**src/rtl/data_packer_stream_pkg.sv**
```systemverilog
// Shared helpers for the stream packer/unpacker family.
// Provides clog2 and the width-multiple legality check.
package data_packer_stream_pkg;

   // Bits needed to index v entries (0 for v<=1).
   function automatic int unsigned f_clog2(input int unsigned v);
      int unsigned r;
      r = 0;
      for (int unsigned p = 1; p < v; p = p << 1) begin
         r = r + 1;
      end
      return r;
   endfunction

   // True when wide is a non-zero integer multiple of narrow.
   function automatic bit f_width_multiple(
      input int unsigned wide,
      input int unsigned narrow
   );
      return (narrow != 0) && (wide >= narrow) &&
             ((wide % narrow) == 0);
   endfunction

endpackage

```
**src/rtl/data_packer_out_reg.sv**
```systemverilog
// One-entry valid/ready holding register for a stream payload.
// Ports: i_load/i_data fill, i_ready drains, o_valid/o_data hold.
module data_packer_out_reg #(
   parameter int unsigned W = 8
) (
   input  logic         clk,
   input  logic         reset_n,
   input  logic         i_load,
   input  logic [W-1:0] i_data,
   input  logic         i_ready,
   output logic         o_valid,
   output logic [W-1:0] o_data
);

   logic         r_valid;
   logic [W-1:0] r_data;

   // Load wins over drain: a drain and reload in the same
   // cycle keeps the entry full with the new payload.
   always_ff @(posedge clk) begin
      if (!reset_n) begin
         r_valid <= 1'b0;
         r_data  <= '0;
      end else if (i_load) begin
         r_valid <= 1'b1;
         r_data  <= i_data;
      end else if (r_valid && i_ready) begin
         r_valid <= 1'b0;
      end
   end

   assign o_valid = r_valid;
   assign o_data  = r_data;

endmodule

```
**src/rtl/data_packer_stream.sv**
```systemverilog
// Width-up stream packer: NUM_BEATS narrow beats -> one wide word.
// s_write_* narrow input, m_write_* wide output with count/last.
module data_packer_stream
   import data_packer_stream_pkg::*;
#(
   parameter  int unsigned IN_WIDTH  = 64,
   parameter  int unsigned OUT_WIDTH = 128,
   parameter  int unsigned OP_WIDTH  = 16,
   localparam int unsigned NUM_BEATS = OUT_WIDTH / IN_WIDTH,
   localparam int unsigned COUNT_W   = f_clog2(NUM_BEATS) + 1
) (
   input  logic                 clk,
   input  logic                 reset_n,
   input  logic                 s_write_req,
   output logic                 s_write_ready,
   input  logic [IN_WIDTH-1:0]  s_write_data,
   input  logic                 s_write_last,
   output logic                 m_write_req,
   input  logic                 m_write_ready,
   output logic [OUT_WIDTH-1:0] m_write_data,
   output logic [COUNT_W-1:0]   m_write_count,
   output logic                 m_write_last
);

   localparam int unsigned PAY_W = OUT_WIDTH + COUNT_W + 1;

   if (!f_width_multiple(OUT_WIDTH, IN_WIDTH) ||
       !f_width_multiple(IN_WIDTH, OP_WIDTH)) begin : g_bad_cfg
      $fatal(1, "data_packer_stream: illegal width parameters");
   end

   logic [OUT_WIDTH-1:0] r_acc;
   logic [COUNT_W-1:0]   r_cnt;
   logic                 w_s_fire;
   logic                 w_complete;
   logic                 w_m_valid;
   logic [OUT_WIDTH-1:0] w_merged;
   logic [PAY_W-1:0]     w_pay_in;
   logic [PAY_W-1:0]     w_pay_out;

   // Accept only if the output slot is free or draining now.
   assign s_write_ready = !w_m_valid | m_write_ready;
   assign w_s_fire      = s_write_req & s_write_ready;
   assign w_complete    =
      (r_cnt == COUNT_W'(NUM_BEATS - 1)) | s_write_last;

   // Slots above r_cnt are still zero in r_acc, which gives
   // the zero padding of a short last word for free.
   always_comb begin
      w_merged = r_acc;
      for (int i = 0; i < NUM_BEATS; i++) begin
         if (r_cnt == COUNT_W'(i)) begin
            w_merged[i*IN_WIDTH +: IN_WIDTH] = s_write_data;
         end
      end
   end

   always_ff @(posedge clk) begin
      if (!reset_n) begin
         r_cnt <= '0;
         r_acc <= '0;
      end else if (w_s_fire) begin
         if (w_complete) begin
            r_cnt <= '0;
            r_acc <= '0;
         end else begin
            r_cnt <= r_cnt + COUNT_W'(1);
            r_acc <= w_merged;
         end
      end
   end

   assign w_pay_in = {w_merged, r_cnt + COUNT_W'(1), s_write_last};

   data_packer_out_reg #(
      .W (PAY_W)
   ) u_out_reg (
      .clk     (clk),
      .reset_n (reset_n),
      .i_load  (w_s_fire & w_complete),
      .i_data  (w_pay_in),
      .i_ready (m_write_ready),
      .o_valid (w_m_valid),
      .o_data  (w_pay_out)
   );

   assign m_write_req = w_m_valid;
   assign {m_write_data, m_write_count, m_write_last} = w_pay_out;

endmodule

```
**config.mk**
```make
export PLATFORM = sky130hd
export DESIGN_NAME = data_packer_stream
export DESIGN_NICKNAME = d
export VERILOG_FILES = /design/src/rtl/data_packer_stream_pkg.sv /design/src/rtl/data_packer_out_reg.sv /design/src/rtl/data_packer_stream.sv
export SDC_FILE = /design/constraint.sdc
export NUM_CORES = 1
export LEC_CHECK = 0
export BUFFER_PORTS_ARGS = -buffer_cell sky130_fd_sc_hd__buf_2
export CORE_MARGIN = 2
export CORE_UTILIZATION = 31
export CTS_BUF_LIST = sky130_fd_sc_hd__clkbuf_2
export CTS_CLUSTER_DIAMETER = 40
export DETAILED_ROUTE_END_ITERATION = 12
export SLEW_MARGIN = 25
export SYNTH_ARGS = -nofsm -noshare
export SYNTH_HDL_FRONTEND = slang
export SYNTH_SLANG_ARGS = --single-unit
export TNS_END_PERCENT = 1
```
**constraint.sdc**
```tcl
create_clock -name clk -period 1.66 [get_ports clk]
set_input_delay 0.249 -clock clk [delete_from_list [all_inputs] [get_ports clk]]
set_output_delay 0.249 -clock clk [all_outputs]
set_load 0.02 [all_outputs]
```
### Word-level counts from Yosys, hierarchy flattened

Cells that the tools add are included.

| cells by class | value |
|---|---|
| muxes and demuxes | 6 |
| reduce and logical (&&, ||, !) cells | 4 |
| bitwise gates (word level) | 4 |
| $add $sub $neg | 1 |
| equality and inequality tests | 1 |

Operators by type and width:

| operator | number |
|---|---|
| $mux W128 | 1 |
| $mux W64 | 2 |
| $add A2 B1 Y2 const B | 1 |
| $and A1 B1 Y1 | 2 |
| $eq A2 B1 Y1 const B | 1 |
| $logic_not A2 Y1 | 1 |
| $mux W1 | 2 |
| $mux W2 | 1 |
| $or A1 B1 Y1 | 2 |
| $reduce_bool A2 Y1 | 1 |
| $logic_and A1 B1 Y1 | 1 |
| $logic_not A1 Y1 | 1 |

| word-level totals | value |
|---|---|
| output and inout port bits | 133 |
| bits of input ports | 69 |
| word-level logic and storage cells | 20 |
| flip-flop bits (word level) | 262 |

### Depth between registers and ports, before layout

Gate-level depths: netlist of run 1.

| logic depth | value |
|---|---|
| word-level depth | 5 |
| mapped depth | 7 |
| gate-level depth less buffers | 5 |

### Hierarchy

Synthesis of run 1 repeated with hierarchy kept, for this count alone.

| second synthesis, totals | value |
|---|---|
| cell total of the unflattened synthesis | 863 |
| area, all modules | 10,344.9 um2 |

By module, submodules not included:

| module | instances | cells each | area each (um2) | sequential area each (um2) |
|---|---|---|---|---|
| data_packer_stream | 1 | 438 | 5,326.4 | 2,602.5 |
| data_packer_out_reg | 1 | 425 | 5,018.6 | 2,642.5 |

### Worst setup path after synthesis of run 1

OpenSTA, ideal clock, no wires.

| timing path | value |
|---|---|
| path kind | register to register |
| from | register r_cnt[0] |
| to | register u_out_reg.r_data[21], in the netlist u_out_reg.o_data[21] |
| stages on the path, launching flop included | 8 |
| setup time | 120 ps |
| path slack | 158 ps |
| path buffers | 2 |
| clock period less this slack | 1,502 ps |
| arrival time | 1,382 ps |
| data required time | 1,540 ps |
| cell sequence | dfxtp_1 -> inv_1 -> ha_1 -> buf_2 -> buf_4 -> mux2_2 -> nand2_1 -> mux2i_1 |

| on the way | value |
|---|---|
| word-level cells in the longest chain between the ends | 3 |
| elaborated cells on any way between the ends | 5 |
| those cells by class | eq/ne: 1; mux: 1; bitwise: 2; reduce/logical: 1 |

RTL lines:

| element | line | source |
|---|---|---|
| start, declared | data_packer_stream.sv:33 | `logic [COUNT_W-1:0] r_cnt;` |
| start signal, assigned | data_packer_stream.sv:67 | `r_cnt <= r_cnt + COUNT_W'(1);` |
| $eq A2 B1 Y1 | data_packer_stream.sv:45 | `(r_cnt == COUNT_W'(NUM_BEATS - 1)) \| s_write_last;` |
| $or A1 B1 Y1 | data_packer_stream.sv:45 |  |
| $and A1 B1 Y1 | data_packer_stream.sv:80 | `.i_load (w_s_fire & w_complete),` |
| end signal, assigned | data_packer_out_reg.sv:26 | `r_data <= i_data;` |
| end, declared | data_packer_out_reg.sv:16 | `logic [W-1:0] r_data;` |

Several ways; a longest one is shown, not always the timed one.
A chain may end at the register's enable or synchronous reset.

### Worst setup path in the final report of run 1

| timing path | value |
|---|---|
| from | register u_out_reg.r_valid, in the netlist u_out_reg.o_valid |
| to | output port m_write_req |

RTL lines:

| element | line | source |
|---|---|---|
| start, declared | data_packer_out_reg.sv:15 | `logic r_valid;` |
| start signal, assigned | data_packer_out_reg.sv:22 | `r_valid <= 1'b0;` |
| start signal, assigned | data_packer_out_reg.sv:25 | `r_valid <= 1'b1;` |
| start signal, assigned | data_packer_out_reg.sv:28 | `r_valid <= 1'b0;` |
| end, declared | data_packer_stream.sv:18 | `output logic m_write_req,` |

No word-level cell between the ends.

==> flow_summary_export.csv, run 1 <==
group,metric,value,unit
timing,fin_crit,1760,ps
synth,synth.area.mux_share,0.250,
clocking,h-tree-depth,3,
timing,rsz0062_at_grt,"yes",
timing,hold_viol,0,
detailed_routing,drc,0,
synth,synth-simple-area-share,0.176,
outcome,failed_checks,"negative setup slack",
setup_path,critPathSlowestCell,"dfxtp_4",
grt,grt_usage,0.165,
synth,seq_area_frac_synth,0.479,
grt,grt_max_degree,75,
floorplanning,fp.dieW,192,um
clocking,cts_made_buffers,74,
detailed_routing,drtIter0Drc,410,
clocking,tritoncts,"yes",
setup_path,critical_path.max_fanout,2,
setup_path,end_kind,"output pin",
timing,fin_tns_setup,-199,ps
timing,max_freq,567,MHz
flow_run,max_cap_violations,0,
setup_path,cp-start-kind,"flip-flop",
floorplanning,rows,68,
setup_path,r2r-end,"u_out_reg.o_data[80]$_SDFFE_PN0P_",
clocking,cts_sinks,262,
power_and_ir_drop,clockPowerShare,0.344,
timing,slew_headroom,0.750,
place,place.gp.congestion,0.738,
power_and_ir_drop,p_comb_frac,0.164,
floorplanning,core,34600,um2
floorplanning,io_pins,202,
power_and_ir_drop,leakage,0.00715,uW
cells_and_area,area_delta_synth_final,42.8,%
detailed_routing,drt-total-wl,30400,um
synth,yosysUniqueCellTypes,26,
clocking,clock_path_buffers,3,
synth,synth_top_family_by_area,"multiplexers",
cells_and_area,ff_latch_area,5420,um2
setup_path,reg2reg_depth,7,
place,io_buffers,201,
detailed_routing,first_pass_iters,5,
timing,drv_slew,0,
clocking,insertion_delay,920,ps
synth,synth_fa_ha_area_frac,0.00228,
setup_path,worst_r2r_startpoint,"r_cnt[1]$_SDFFE_PN0P_",
synth,netlist_area,11000,um2
power_and_ir_drop,switching_share,0.296,
detailed_routing,wl_per_cell,15.1,um
synth,synth-compound-area-share,0.0422,
place,pre_cts_ws,44.7,ps
power_and_ir_drop,intPower,9490,uW
outcome,run_status,"finished, violations left",
setup_path,path_class,"flip-flop to output pin",
synth,synth_warnings,0,
grt,grt_pass1_vias,9493,
place,hpwl,17900,um
setup_path,arrival,1510,ps
timing,finClkSkew,70.8,ps
hold_path,hold_path.class,"input pin to flip-flop",
clocking,cts.clk_slew.worst_paths,90,ps
setup_path,cp-startpoint,"u_out_reg.o_valid$_SDFFE_PN0P_",
place,dpl_cell_area,12500,um2
cells_and_area,post_route_cells_drive_above_1_share,0.407,
setup_path,max_stage_delay,360,ps
timing,finalSetupViolations,2,
detailed_routing,viasPerCell,4.65,
clocking,cts_root_buffer,"clkbuf_2",
floorplanning,die-area,36800,um2
power_and_ir_drop,cellPowerDensity,862,nW/um2
grt,grt_pass1_wl,48500,um
cells_and_area,nFillCells,3269,
detailed_routing,vias,9379,
grt,antenna_found_initial,2,
setup_path,crit_required,1410,ps
setup_path,cp-endpoint,"m_write_req",
detailed_routing,drtAntennaViolNets,0,
power_and_ir_drop,peakVddDrop,416,uV
timing,tightest_slew,375,ps
floorplanning,start_util,0.316,
cells_and_area,stdcell_area,15600,um2
synth,syn_avg_cell_area,9.47,um2
floorplanning,die_y,192,um
cells_and_area,final_nets,1583,
cells_and_area,multi_input_area,5220,um2
grt,grt-ovfl-total,0,
synth,synth_xor_area_frac,0,
setup_path,reg2reg_slack,70,ps
synth,synth_nets,1227,
timing,setup_slack,-103,ps
synth,syn_inst,1156,
synth,ys_ff_latch,262,
setup_path,path_cells,"buf_4 > buf_6",
timing,finalCritPeriodShare,1.06,
power_and_ir_drop,switchingPower,3990,uW
power_and_ir_drop,total_power,13500,uW
power_and_ir_drop,power_frac_seq,0.492,
## stage by stage
stage	std cells	util	hold WS (ps)
after floorplan	1156	-	399
after global placement	1750	0.362	442
after detailed placement	1750	0.362	448
after CTS	2016	0.450	115
after global routing	2017	0.452	202
final	2018	0.452	300
## synthesized netlist by cell type
cell,instances,area [um2]
o22ai_1,64,400
a41o_1,1,10.0
o21a_1,1,7.51
mux2i_1,130,1300
a21oi_1,1,5.00
a21boi_1,1,7.51
buf_2,32,160
buf_6,8,90.1
o311a_1,1,10.0
a21boi_0,1,7.51
and3_1,64,400
dfxtp_1,262,5250
a31oi_1,1,6.26
nand4_2,1,12.5
nand4_1,1,6.26
nand2_1,389,1460
buf_4,18,135
and4_1,1,8.76
nor2_2,1,6.26
clkbuf_1,43,161
a21o_1,1,7.51
nand2b_2,1,8.76
mux2_2,128,1440
inv_1,2,7.51
ha_1,2,25.0
nand3b_4,1,20.0
## layout make-up
type                    instances  area share
inverters                       2    0.000640
clock inverters                20     0.00792
flip-flops and latches        262       0.346
diodes                          2    0.000320
multi-input cells             791       0.334
well taps                     455      0.0364
clock buffers                 105      0.0336
repair buffers                381       0.241
## power by group through the flow
stage | sequential [uW] | combinational, uW | clock (uW)
floorplan | 6860 | 1040 | 0
global placement | 6720 | 1770 | 0
detailed placement | 6730 | 1790 | 0
CTS | 6630 | 2200 | 4910
global route | 6660 | 2370 | 5230
finish | 6630 | 2210 | 4640
## cell usage in the layout (no fill, tap or decap), drive strengths merged
| master | count |
|---|---|
| nand2b | 1 |
| buf | 242 |
| mux2 | 128 |
| o22ai | 64 |
| o311a | 1 |
| inv | 4 |
| mux2i | 130 |
| a21boi | 2 |
| a31oi | 1 |
| clkinv | 13 |
| and3 | 64 |
| bufinv | 1 |
| o21a | 1 |
| dfxtp | 262 |
| diode | 2 |
| nand3b | 1 |
| clkbuf | 105 |
| ha | 2 |
| clkinvlp | 4 |
| nand2 | 389 |
| nor2 | 1 |
| a21oi | 1 |
| and4 | 1 |
| dlygate4sd3 | 139 |
| a21o | 1 |
| nand4 | 2 |
| a41o | 1 |
## timing repair
action / CTS / global route
endpoints found under the setup margin: 158 / 262
pin swaps: 1 / 1
hold buffers: 139 / 0
gates resized for setup: 402 / 12
endpoints found under the hold margin: 262 / 0
setup buffers: 2 / 1
## layer usage
| metal | part of all wire | GRT usage | wire [um] |
|---|---|---|---|
| met2 | 0.49 | 0.277 | 14800 |
| met3 | 0.053 | 0.0449 | 1610 |
| met5 | 0.00036 | 0 | 11 |
| met4 | 0.026 | 0.0787 | 790 |
| met1 | 0.43 | 0.194 | 13200 |
## flip-flops by register name (all words and copies together) (netlist names)
register and count:
r_cnt 2, u_out_reg.o_valid 1, r_acc 128, u_out_reg.o_data 131
## worst max-delay path: cells and delay by family (launching register included)
kind / cells / cell delay [ps]
buffers and inverters: 2 / 250
DFF: 1 / 360
## kinds of logic after synthesis
| group | Yosys count |
|---|---|
| AOI/OAI and AO/OA | 72 |
| adders and majority gates | 2 |
| buffers and inverters | 103 |
| DFF | 262 |
| muxes | 258 |
| and+or+nand+nor | 459 |
## how the worst min path moves through the flow
stage / startpoint / end / slack (ps) / cells past startpoint
after floorplan: s_write_data[0] / r_acc[0]$_SDFFE_PN0P_ / 400 / 2
after global placement: u_out_reg.o_data[33]$_SDFFE_PN0P_ / u_out_reg.o_data[33]$_SDFFE_PN0P_ / 440 / 2
after detailed placement: u_out_reg.o_data[65]$_SDFFE_PN0P_ / u_out_reg.o_data[65]$_SDFFE_PN0P_ / 450 / 2
after CTS: s_write_data[60] / u_out_reg.o_data[127]$_SDFFE_PN0P_ / 110 / 5
after global routing: s_write_req / r_cnt[0]$_SDFFE_PN0P_ / 200 / 4
final: s_write_data[7] / r_acc[7]$_SDFFE_PN0P_ / 300 / 4
(Power assumes the default switching activity.)
==> inputs of run 2 (changes only) <==
CTS_BUF_LIST = not set   (was sky130_fd_sc_hd__clkbuf_2)
==> flow_summary_export.csv, run 2 (synthesis results as in run 1) <==
group,metric,value,unit
clocking,cts.clk_slew.worst_paths,50,ps
clocking,h-tree-depth,2,
clocking,clock_path_buffers,3,
detailed_routing,drt-total-wl,29300,um
setup_path,max_stage_delay,370,ps
setup_path,cp-start-kind,"flip-flop",
floorplanning,fp.dieW,192,um
power_and_ir_drop,peakVddDrop,853,uV
cells_and_area,layout_common_cells,"nand2_1 (389), dfxtp_1 (261), buf_2 (199)",
clocking,cts_root_buffer,"clkbuf_16",
hold_path,hold_path.class,"input pin to flip-flop",
setup_path,cp_common_cell,"buf_4",
grt,grt-ovfl-total,0,
grt,grt_usage,0.152,
timing,finClkSkew,18.8,ps
timing,tightest_slew,351,ps
timing,slew_headroom,0.766,
setup_path,end_kind,"output pin",
floorplanning,die-area,36800,um2
floorplanning,rows,68,
detailed_routing,viasPerCell,4.62,
hold_path,whs_path_depth,3,
flow_run,max_cap_violations,0,
timing,max_freq,624,MHz
grt,grt_pass1_wl,45000,um
detailed_routing,vias,8824,
cells_and_area,nFillCells,3327,
setup_path,crit_required,1410,ps
setup_path,reg2reg_depth,6,
floorplanning,start_util,0.316,
setup_path,critPathSlowestCell,"dfxtp_2",
detailed_routing,drtAntennaViolNets,0,
timing,finalCritPeriodShare,0.965,
detailed_routing,drtIter0Drc,417,
detailed_routing,first_pass_iters,4,
timing,hold_viol,0,
place,hpwl,17900,um
clocking,tritoncts,"yes",
timing,rsz0062_at_grt,"yes",
setup_path,arrival,1350,ps
timing,drv_slew,0,
grt,grt_pass1_vias,8546,
clocking,cts_sinks,262,
timing,fin_tns_setup,0,ps
floorplanning,core,34600,um2
setup_path,path_cells,"nand2b_4 > buf_4 > buf_4",
timing,holdWs,106,ps
outcome,run_status,"completed",
cells_and_area,area_delta_synth_final,36.1,%
cells_and_area,ff_latch_area,5250,um2
clocking,insertion_delay,530,ps
power_and_ir_drop,cellPowerDensity,1200,nW/um2
cells_and_area,final_common_cell,"nand2_1",
grt,grt_max_degree,75,
floorplanning,io_pins,202,
cells_and_area,largest_register_ffs,131,
clocking,cts_made_buffers,44,
setup_path,critical_path.max_fanout,9,
cells_and_area,fin_util,0.431,
timing,fin_crit,1600,ps
cells_and_area,multi_input_area,5190,um2
timing,finalSetupViolations,0,
detailed_routing,drc,0,
power_and_ir_drop,leakage,0.00711,uW
place,place.gp.congestion,0.738,
floorplanning,die_y,192,um
setup_path,path_class,"flip-flop to output pin",
place,io_buffers,201,
detailed_routing,wl_per_cell,15.3,um
grt,antenna_found_initial,2,
cells_and_area,final_nets,1490,
cells_and_area,post_route_cells_drive_above_1_share,0.322,
[run 2: path summary, 6_finish.rpt]
| path | slack [ps] | start | endpoint |
|---|---|---|---|
| hold reg to reg | 450 | u_out_reg.o_data[1]$_SDFFE_PN0P_ | u_out_reg.o_data[1]$_SDFFE_PN0P_ |
| hold / removal | 110 | reset_n | u_out_reg.o_data[130]$_SDFFE_PN0P_ |
| setup reg to reg | 60 | r_cnt[1]$_SDFFE_PN0P_ | u_out_reg.o_data[38]$_SDFFE_PN0P_ |
| setup / recovery | 60 | u_out_reg.o_valid$_SDFFE_PN0P_ | s_write_ready |
[run 2: final cells by class]
cell class                      instances  share of cell area
Sequential cell                       262               0.352
Multi-Input combinational cell        791               0.348
Timing Repair Buffer                  318               0.159
Clock buffer                           48              0.0755
Tap cell                              455              0.0382
Clock inverter                         32              0.0261
Inverter                                2            0.000504
Antenna cell                            1            0.000168
[run 2: power breakdown]
part / switching [uW] / total [uW] / internal, uW
Clock: 3350 / 9290 / 5940
Combinational: 1070 / 1980 / 918
Sequential: 102 / 6600 / 6490
[run 2: layer usage]
metal,share of wire,global-route usage
met1,0.45,0.191
met2,0.47,0.249
met3,0.047,0.0347
met4,0.029,0.0680
met5,0.00038,0
[run 2: worst max-delay path, delay by kind of cell (launching register included)]
kind                   cells  cell delay (ps)
DFF                        1              370
buffers and inverters      2              350
and+or+nand+nor            1              110
[run 2: timing repair]
action | CTS | global route
endpoints found under the hold margin | 65 | 0
endpoints found under the setup margin | 2 | 94
gates resized for setup | 4 | 7
pin swaps | 0 | 1
hold buffers | 65 | 0
buffers inserted | 0 | 9
gates cloned | 0 | 4
[run 2: through the flow]
stage	instance area [um2]	cells	worst slack, ps	total power, uW
after CTS	14700	1895	16.4	18000
final	14900	1909	58.5	17900
after global routing	14900	1909	-13.0	18500
after detailed placement	12500	1750	44.7	8510
after global placement	12500	1750	58.8	8490
after floorplan	11000	1156	158	7910
